<file path="src/rtl/axi_lite_pkg.sv">
// Shared AXI-Lite response codes, the decode-error read pattern and the
// address-window compare used by the demux decoders.
package axi_lite_pkg;

    typedef enum logic [1:0] {
        OKAY   = 2'b00,
        EXOKAY = 2'b01,
        SLVERR = 2'b10,
        DECERR = 2'b11
    } resp_t;

    localparam logic [31:0] DECERR_RDATA = 32'hDEAD_BEEF;

    // Bases are window-aligned, so only the bits above the window are compared.
    function automatic logic addr_decode(input logic [63:0] addr,
                                         input logic [63:0] base,
                                         input int          win_bits);
        logic [63:0] win_mask;
        win_mask = (64'd1 << win_bits) - 64'd1;
        return (addr & ~win_mask) == base;
    endfunction

endpackage

</file>
<file path="src/rtl/axi_lite_decoder.sv">
// Combinational address -> {hit, slave index} lookup against the per-slave
// base table; lowest matching index wins.
module axi_lite_decoder
    import axi_lite_pkg::*;
#(
    parameter int NUM_SLV  = 4,
    parameter int ADDR_W   = 32,
    parameter int WIN_BITS = 12,
    parameter logic [NUM_SLV-1:0][ADDR_W-1:0] BASE_ADDR = '0,
    localparam int SEL_W = (NUM_SLV > 1) ? $clog2(NUM_SLV) : 1
) (
    input  logic [ADDR_W-1:0] addr,
    output logic              hit,
    output logic [SEL_W-1:0]  sel
);

    always_comb begin
        hit = 1'b0;
        sel = '0;
        // Scan downwards so the lowest matching index is the one left standing.
        for (int i = NUM_SLV - 1; i >= 0; i--) begin
            if (addr_decode(64'(addr), 64'(BASE_ADDR[i]), WIN_BITS)) begin
                hit = 1'b1;
                sel = SEL_W'(i);
            end
        end
    end

endmodule

</file>
<file path="src/rtl/axi_lite_demux_n.sv">
// 1-master -> NUM_SLV-slave AXI-Lite demux: independent read and write FSMs,
// one transaction each in flight, window rebasing, DECERR / SLVERR-on-timeout.
module axi_lite_demux_n
    import axi_lite_pkg::*;
#(
    parameter int NUM_SLV  = 4,
    parameter int ADDR_W   = 32,
    parameter int DATA_W   = 32,
    parameter int WIN_BITS = 12,
    // Every slave needs its own window-aligned base when instantiated.
    parameter logic [NUM_SLV-1:0][ADDR_W-1:0] BASE_ADDR = '0,
    parameter int TIMEOUT  = 1024,
    localparam int STRB_W  = DATA_W / 8
) (
    input  logic                           aclk,
    input  logic                           areset,

    input  logic [ADDR_W-1:0]              s_awaddr,
    input  logic                           s_awvalid,
    output logic                           s_awready,
    input  logic [DATA_W-1:0]              s_wdata,
    input  logic [STRB_W-1:0]              s_wstrb,
    input  logic                           s_wvalid,
    output logic                           s_wready,
    output logic [1:0]                     s_bresp,
    output logic                           s_bvalid,
    input  logic                           s_bready,
    input  logic [ADDR_W-1:0]              s_araddr,
    input  logic                           s_arvalid,
    output logic                           s_arready,
    output logic [DATA_W-1:0]              s_rdata,
    output logic [1:0]                     s_rresp,
    output logic                           s_rvalid,
    input  logic                           s_rready,

    output logic [NUM_SLV-1:0][ADDR_W-1:0] m_awaddr,
    output logic [NUM_SLV-1:0]             m_awvalid,
    input  logic [NUM_SLV-1:0]             m_awready,
    output logic [NUM_SLV-1:0][DATA_W-1:0] m_wdata,
    output logic [NUM_SLV-1:0][STRB_W-1:0] m_wstrb,
    output logic [NUM_SLV-1:0]             m_wvalid,
    input  logic [NUM_SLV-1:0]             m_wready,
    input  logic [NUM_SLV-1:0][1:0]        m_bresp,
    input  logic [NUM_SLV-1:0]             m_bvalid,
    output logic [NUM_SLV-1:0]             m_bready,
    output logic [NUM_SLV-1:0][ADDR_W-1:0] m_araddr,
    output logic [NUM_SLV-1:0]             m_arvalid,
    input  logic [NUM_SLV-1:0]             m_arready,
    input  logic [NUM_SLV-1:0][DATA_W-1:0] m_rdata,
    input  logic [NUM_SLV-1:0][1:0]        m_rresp,
    input  logic [NUM_SLV-1:0]             m_rvalid,
    output logic [NUM_SLV-1:0]             m_rready
);

    localparam int SEL_W = (NUM_SLV > 1) ? $clog2(NUM_SLV) : 1;
    localparam int TMR_W = (TIMEOUT > 1) ? $clog2(TIMEOUT) : 1;
    localparam logic [TMR_W-1:0]  TMR_LAST = TMR_W'((TIMEOUT > 0) ? TIMEOUT - 1 : 0);
    localparam logic [ADDR_W-1:0] WIN_MASK = ADDR_W'((64'd1 << WIN_BITS) - 64'd1);
    localparam logic [DATA_W-1:0] DEC_DATA = DATA_W'(DECERR_RDATA);

    typedef enum logic [1:0] {W_IDLE, W_FWD, W_RESP} wr_state_t;
    typedef enum logic [1:0] {R_IDLE, R_FWD, R_DATA} rd_state_t;

    logic             aw_hit, ar_hit;
    logic [SEL_W-1:0] aw_sel_d, ar_sel_d;

    axi_lite_decoder #(
        .NUM_SLV(NUM_SLV), .ADDR_W(ADDR_W), .WIN_BITS(WIN_BITS), .BASE_ADDR(BASE_ADDR)
    ) u_aw_dec (
        .addr(s_awaddr), .hit(aw_hit), .sel(aw_sel_d)
    );

    axi_lite_decoder #(
        .NUM_SLV(NUM_SLV), .ADDR_W(ADDR_W), .WIN_BITS(WIN_BITS), .BASE_ADDR(BASE_ADDR)
    ) u_ar_dec (
        .addr(s_araddr), .hit(ar_hit), .sel(ar_sel_d)
    );

    // ---------------- write path ----------------
    wr_state_t        wstate;
    logic [SEL_W-1:0] wsel;
    logic [ADDR_W-1:0] awaddr_q;
    logic             aw_pend, w_pend;
    logic             w_err;        // transaction served by the internal error slave
    resp_t            w_eresp;
    logic [TMR_W-1:0] w_tmr;
    logic             aw_hs, w_hs, b_hs, w_wait, w_tmo;

    always_comb begin
        aw_hs  = (wstate == W_FWD) && aw_pend && s_awvalid && (w_err || m_awready[wsel]);
        w_hs   = (wstate == W_FWD) && w_pend && s_wvalid && (w_err || m_wready[wsel]);
        b_hs   = s_bvalid && s_bready;
        w_wait = 1'b0;
        if (!w_err) begin
            if (wstate == W_FWD)
                w_wait = (aw_pend && !aw_hs) || (w_pend && s_wvalid && !w_hs);
            else if (wstate == W_RESP)
                w_wait = !m_bvalid[wsel];
        end
        w_tmo = (TIMEOUT != 0) && w_wait && (w_tmr == TMR_LAST);
    end

    always_ff @(posedge aclk) begin
        if (areset) begin
            wstate   <= W_IDLE;
            wsel     <= '0;
            awaddr_q <= '0;
            aw_pend  <= 1'b0;
            w_pend   <= 1'b0;
            w_err    <= 1'b0;
            w_eresp  <= OKAY;
            w_tmr    <= '0;
        end else begin
            case (wstate)
                W_IDLE: if (s_awvalid) begin
                    wstate   <= W_FWD;
                    wsel     <= aw_sel_d;
                    awaddr_q <= s_awaddr;
                    aw_pend  <= 1'b1;
                    w_pend   <= 1'b1;
                    w_err    <= !aw_hit;
                    w_eresp  <= aw_hit ? OKAY : DECERR;
                    w_tmr    <= '0;
                end
                W_FWD: begin
                    if (aw_hs) aw_pend <= 1'b0;
                    if (w_hs)  w_pend  <= 1'b0;
                    if ((!aw_pend || aw_hs) && (!w_pend || w_hs)) begin
                        wstate <= W_RESP;
                        w_tmr  <= '0;
                    end else if (w_tmo) begin
                        // Internal slave swallows whatever is still pending.
                        w_err   <= 1'b1;
                        w_eresp <= SLVERR;
                    end else if (w_wait) begin
                        w_tmr <= w_tmr + 1'b1;
                    end
                end
                W_RESP: begin
                    if (b_hs) begin
                        wstate <= W_IDLE;
                        w_err  <= 1'b0;
                    end else if (w_tmo) begin
                        w_err   <= 1'b1;
                        w_eresp <= SLVERR;
                    end else if (w_wait) begin
                        w_tmr <= w_tmr + 1'b1;
                    end
                end
                default: wstate <= W_IDLE;
            endcase
        end
    end

    assign s_awready = aw_hs;
    assign s_wready  = w_hs;
    assign s_bvalid  = (wstate == W_RESP) && (w_err || m_bvalid[wsel]);
    assign s_bresp   = (wstate != W_RESP) ? OKAY : (w_err ? w_eresp : m_bresp[wsel]);

    // ---------------- read path ----------------
    rd_state_t        rstate;
    logic [SEL_W-1:0] rsel;
    logic [ADDR_W-1:0] araddr_q;
    logic             r_err;
    resp_t            r_eresp;
    logic [TMR_W-1:0] r_tmr;
    logic             ar_hs, r_hs, r_wait, r_tmo;

    always_comb begin
        ar_hs  = (rstate == R_FWD) && s_arvalid && (r_err || m_arready[rsel]);
        r_hs   = s_rvalid && s_rready;
        r_wait = 1'b0;
        if (!r_err) begin
            if (rstate == R_FWD)
                r_wait = !m_arready[rsel];
            else if (rstate == R_DATA)
                r_wait = !m_rvalid[rsel];
        end
        r_tmo = (TIMEOUT != 0) && r_wait && (r_tmr == TMR_LAST);
    end

    always_ff @(posedge aclk) begin
        if (areset) begin
            rstate   <= R_IDLE;
            rsel     <= '0;
            araddr_q <= '0;
            r_err    <= 1'b0;
            r_eresp  <= OKAY;
            r_tmr    <= '0;
        end else begin
            case (rstate)
                R_IDLE: if (s_arvalid) begin
                    rstate   <= R_FWD;
                    rsel     <= ar_sel_d;
                    araddr_q <= s_araddr;
                    r_err    <= !ar_hit;
                    r_eresp  <= ar_hit ? OKAY : DECERR;
                    r_tmr    <= '0;
                end
                R_FWD: begin
                    if (ar_hs) begin
                        rstate <= R_DATA;
                        r_tmr  <= '0;
                    end else if (r_tmo) begin
                        r_err   <= 1'b1;
                        r_eresp <= SLVERR;
                    end else if (r_wait) begin
                        r_tmr <= r_tmr + 1'b1;
                    end
                end
                R_DATA: begin
                    if (r_hs) begin
                        rstate <= R_IDLE;
                        r_err  <= 1'b0;
                    end else if (r_tmo) begin
                        r_err   <= 1'b1;
                        r_eresp <= SLVERR;
                    end else if (r_wait) begin
                        r_tmr <= r_tmr + 1'b1;
                    end
                end
                default: rstate <= R_IDLE;
            endcase
        end
    end

    assign s_arready = ar_hs;
    assign s_rvalid  = (rstate == R_DATA) && (r_err || m_rvalid[rsel]);
    assign s_rresp   = (rstate != R_DATA) ? OKAY : (r_err ? r_eresp : m_rresp[rsel]);
    assign s_rdata   = (rstate != R_DATA) ? '0 :
                       !r_err             ? m_rdata[rsel] :
                       (r_eresp == DECERR) ? DEC_DATA : '0;

    // ---------------- per-slave fan-out ----------------
    logic w_live, r_live;
    assign w_live = !w_err;
    assign r_live = !r_err;

    for (genvar i = 0; i < NUM_SLV; i++) begin : g_slv
        logic w_is, r_is;
        assign w_is = (wsel == SEL_W'(i));
        assign r_is = (rsel == SEL_W'(i));

        assign m_awaddr[i]  = awaddr_q & WIN_MASK;
        assign m_awvalid[i] = (wstate == W_FWD) && w_live && aw_pend && w_is;
        assign m_wdata[i]   = s_wdata;
        assign m_wstrb[i]   = s_wstrb;
        assign m_wvalid[i]  = (wstate == W_FWD) && w_live && w_pend && s_wvalid && w_is;
        assign m_bready[i]  = (wstate == W_RESP) && w_live && s_bready && w_is;

        assign m_araddr[i]  = araddr_q & WIN_MASK;
        assign m_arvalid[i] = (rstate == R_FWD) && r_live && r_is;
        assign m_rready[i]  = (rstate == R_DATA) && r_live && s_rready && r_is;
    end

endmodule
</file>
<file path="config.mk">
export PLATFORM = sky130hd
export DESIGN_NAME = axi_lite_demux_n
export DESIGN_NICKNAME = d
export VERILOG_FILES = /design/src/rtl/axi_lite_pkg.sv /design/src/rtl/axi_lite_decoder.sv /design/src/rtl/axi_lite_demux_n.sv
export SDC_FILE = /design/constraint.sdc
export NUM_CORES = 1
export LEC_CHECK = 0
export ABC_AREA = 1
export CORE_AREA = 2 2 282 284
export DETAILED_ROUTE_END_ITERATION = 10
export DIE_AREA = 0 0 284 286
export GPL_TIMING_DRIVEN = 0
export PLACE_DENSITY = 0.3
export SYNTH_ARGS = -nofsm -noshare
export SYNTH_HDL_FRONTEND = slang
export SYNTH_SLANG_ARGS = --single-unit
</file>
<file path="constraint.sdc">
create_clock -name aclk -period 1.6 [get_ports aclk]
set_input_delay 0.16 -clock aclk [delete_from_list [all_inputs] [get_ports aclk]]
set_output_delay 0.16 -clock aclk [all_outputs]
set_load 0.005 [all_outputs]
</file>
==> implementation parameters <==
Parameter                              Value

Floorplanning
  Die Ht    286 um
  Die ar.    0.08122 mm2
  Placement Rows    103
  Core footprint    0.07836 mm2
  Horiz. Die Dim    284 um
  Starting Density    0.08038
  Number of top-level design ports    732

Place
  Port Buf Inserts    396
  Final HPWL DP    23.95 mm
  Placer congestion estimate    0.7205
  Worst slack, placed    -0.9068 ns

Synth
  Xor-xnor portion of the synthesized cell area    0.005562
  Synth Instances    932
  Adder-cell share of the synthesized area    0.02582
  Number of warnings issued by yosys    0
  Post-Synthesis Cell Area    0.006299 mm2
  Number of unique standard cell types used by synthesis    37
  Cell type with the largest total area after synthesis    buf_4
  Top-area cell type share of the netlist area    0.4660
  Basic-gate share of the synthesized area counting and, or, nand and nor cells    0.2143
  Compound-gate portion of the synthesized area    0.06794
  Ranking of synthesized cells by area    buf_4 (47%), dfxtp_1 (18%), nor2_1 (10%), nand2_1 (5.1%), o21ai_0 (3.3%)
  Multiplexer fraction of the synthesized cell area    0
  Avg Cell Area, Syn    6.758 um2
  Share of synthesized area occupied by flip-flops and latches    0.1780
  Synthesized flop and latch total    56
  Combinational family with the most area after synthesis    buffers and inverters

Min path
  Class of the tightest hold or removal check    primary input to flip-flop
  Hold Path Cell Cnt    2

Worst setup path
  Type of origin of the critical path    flip-flop
  Endpoint class of the critical path    output port
  Worst setup path class    flip-flop to output port
  Data arrival at the endpoint of the critical path    1.67 ns
  Cell-by-cell trace of the critical path    inv_2 > ha_4 > o21ai_2 > o21bai_4 > buf_6 > buf_8 > nor2_1 > buf_2
  Worst-path fanout max    5
  Critical Path Slowest Stage Cell    dfxtp_2
  Critical Path Max Stage Delay    0.33 ns
  Number of cells on the worst reg-to-reg path    12
  Required time of the critical path    1.44 ns

STA
  Setup-violating endpoint count in the final report    49
  Fmax achieved    545.3 MHz
  Clock period minus worst slack    1.834 ns
  Worst setup margin    -0.2338 ns
  Setup repair after global routing missed its margin    yes
  Slew @ Worst Pin    0.6708 ns
  Final Skew    0.01163 ns
  Hold WS    0.2561 ns
  Number of hold violations in the final report    0
  Share of the clock period used by the worst path    1.146
  Slew HR    0.5528
  Max Transition Viols Final    0

Final layout
  Syn-to-layout area delta    114.0%
  Multi-input logic area    0.003304 mm2
  Area used by sequential logic in the layout    0.001172 mm2
  Total of fill cells in the finished design    9036
  Layout Utilization    0.1720
  Total Nets Final    1845
  Fraction of layout instances using a drive strength above 1    0.4302
  Number of diodes    0
  Leading cell types in the layout, fill and taps excluded    buf_4 (434), clkdlybuf4s50_1 (358), conb_1 (175), nor2_1 (125), nand2_1 (61)
  Commonest non-fill, non-tap cell in the layout    buf_4

Drt
  Drt first-iter violations    122
  Vias    6928
  Antenna-violating nets left    0
  DR WL/cell    10.73 um
  DRC Markers    0
  Pre-antenna DRT Iters    4
  Wirelength, routed    28.02 mm
  Via-to-Cell Ratio    2.652

Global route
  First-pass GRT wire length    39.52 mm
  Global routing usage summed across all routing layers    0.06367
  Met1 track utilization from global routing    0.06399
  Number of antenna violations at the first check in global routing    1
  Vias in the first global route    6508
  M2 GR Usage    0.1264
  GRT overflow    0
  Global routing's busiest layer    met2
  Global-route met3 utilization    0.02121
  Largest net degree at the start of global routing    19

CTS
  Clock tree from TritonCTS    built
  Clk_lat worst skew    0.32 ns
  Clock Pin Slew Worst Setup and Hold Paths    0.09 ns
  Number of clock sinks    56
  # H-tree levels    2
  Num CTS Buffers    5
  Number of buffers between clock root and the deepest sink    2
  Cts-stage hold buffer count    0
  Clock root buffer    clkbuf_16

Outcome
  Status    complete, but fails checks
  Violations in the final reports    negative setup slack

Power and ir drop
  Maximum VDD drop    340.0 uV
  Power per unit of standard cell area    758.0 mW/mm2
  Leakage dissipation    0.006150 uW

Job
  Max-Cap Viols    0
[final timing paths]
kind	startpoint	to	slack, ns
worst max-delay path	rstate[0]$_SDFFE_PP0P_	s_rdata[3]	-0.23
worst max register to register	rstate[0]$_SDFFE_PP0P_	r_tmr[4]$_SDFFE_PP0P_	-0.19
worst min-delay path	areset	r_tmr[8]$_SDFFE_PP0P_	0.26
worst min register to register	w_eresp[0]$_SDFFE_PP0P_	w_eresp[0]$_SDFFE_PP0P_	0.49
[area by class of cell]
class	count	share of cell area
buffer	403	0.2241
clock buffer	5	0.009284
clock inverter	3	0.003435
inverter	56	0.01727
multi-input combinational	590	0.2452
sequential	56	0.08699
tap	1050	0.09748
timing repair buffer	449	0.3162
[report_power, final]
group          total [uW]  internal [uW]  switching (uW)
clock network        1420            753             669
logic                6700           3890            2810
registers            2100           1720             381
total               10200           6360            3860
[critical path, delay by kind of cell (launching register included)]
family / cells / cell delay, ns
buf+inv: 4 / 0.49
flops: 1 / 0.33
compound gates: 2 / 0.27
fa+ha+maj: 1 / 0.19
simple gates: 1 / 0.07
[registers in the layout (all words and copies together), names as in the netlist, 2 cells and up]
| register | cells |
|---|---|
| w_eresp | 2 |
| wstate | 2 |
| r_tmr | 10 |
| araddr_q | 12 |
| r_eresp | 2 |
| w_tmr | 10 |
| rstate | 2 |
| awaddr_q | 12 |
[synth_stat cells]
library cell,instances
conb_1,1
o21bai_1,3
o21ai_0,41
a31oi_1,1
nor3_2,1
buf_4,391
or2_0,1
nand4_1,8
nor4_1,2
inv_2,3
clkbuf_1,8
inv_1,52
o21ai_2,2
nand2_2,7
buf_2,2
nand2_4,1
nor3_1,9
nand3_4,1
a21oi_2,1
nor3b_1,1
clkinv_2,1
nand2_1,85
and3_1,1
nand3_1,24
o21a_1,1
o21ai_1,3
buf_1,3
nand3b_1,2
a21oi_1,26
nand3_2,1
nor2_2,3
xor2_1,4
ha_1,13
o211ai_1,2
nor2_1,169
dfxtp_1,56
nor2_4,2
[what timing repair did]
item	4_1_cts	5_1_grt
gates resized for setup	284	135
pin swaps	36	47
setup buffers	27	26
setup endpoints to repair	118	130
[cells by family (layout without fill, tap and decap cells)]
kind of cell / count (synthesis) / count (layout)
buffers and inverters: 460 / 916
and+or+nand+nor: 318 / 318
AOI/OAI and AO/OA: 80 / 80
DFF: 56 / 56
adders and majority gates: 13 / 13
xor gates and xnor gates: 4 / 4
other: 1 / 175
[metrics by stage]
step | instances | cell area [um2] | setup TNS [ns] | power (uW)
floorplan | 1106 | 6954 | 0 | 4744
global placement | 2552 | 12230 | -46.51 | 7412
detailed placement | 2552 | 12230 | -46.82 | 7375
CTS | 2587 | 12980 | -8.915 | 9712
global route | 2612 | 13480 | -12.75 | 11030
finish | 2612 | 13480 | -7.061 | 10210
[per-layer routing]
layer  part of all wire  routed length (um)  vias up
li1                   -                   -     3588
met1               0.36               10120     2996
met2               0.54               15250      331
met3              0.085                2377       13
met4             0.0096                 269        0
met5                  0                   0        -
Note: power is estimated with default switching activity, not from simulation.
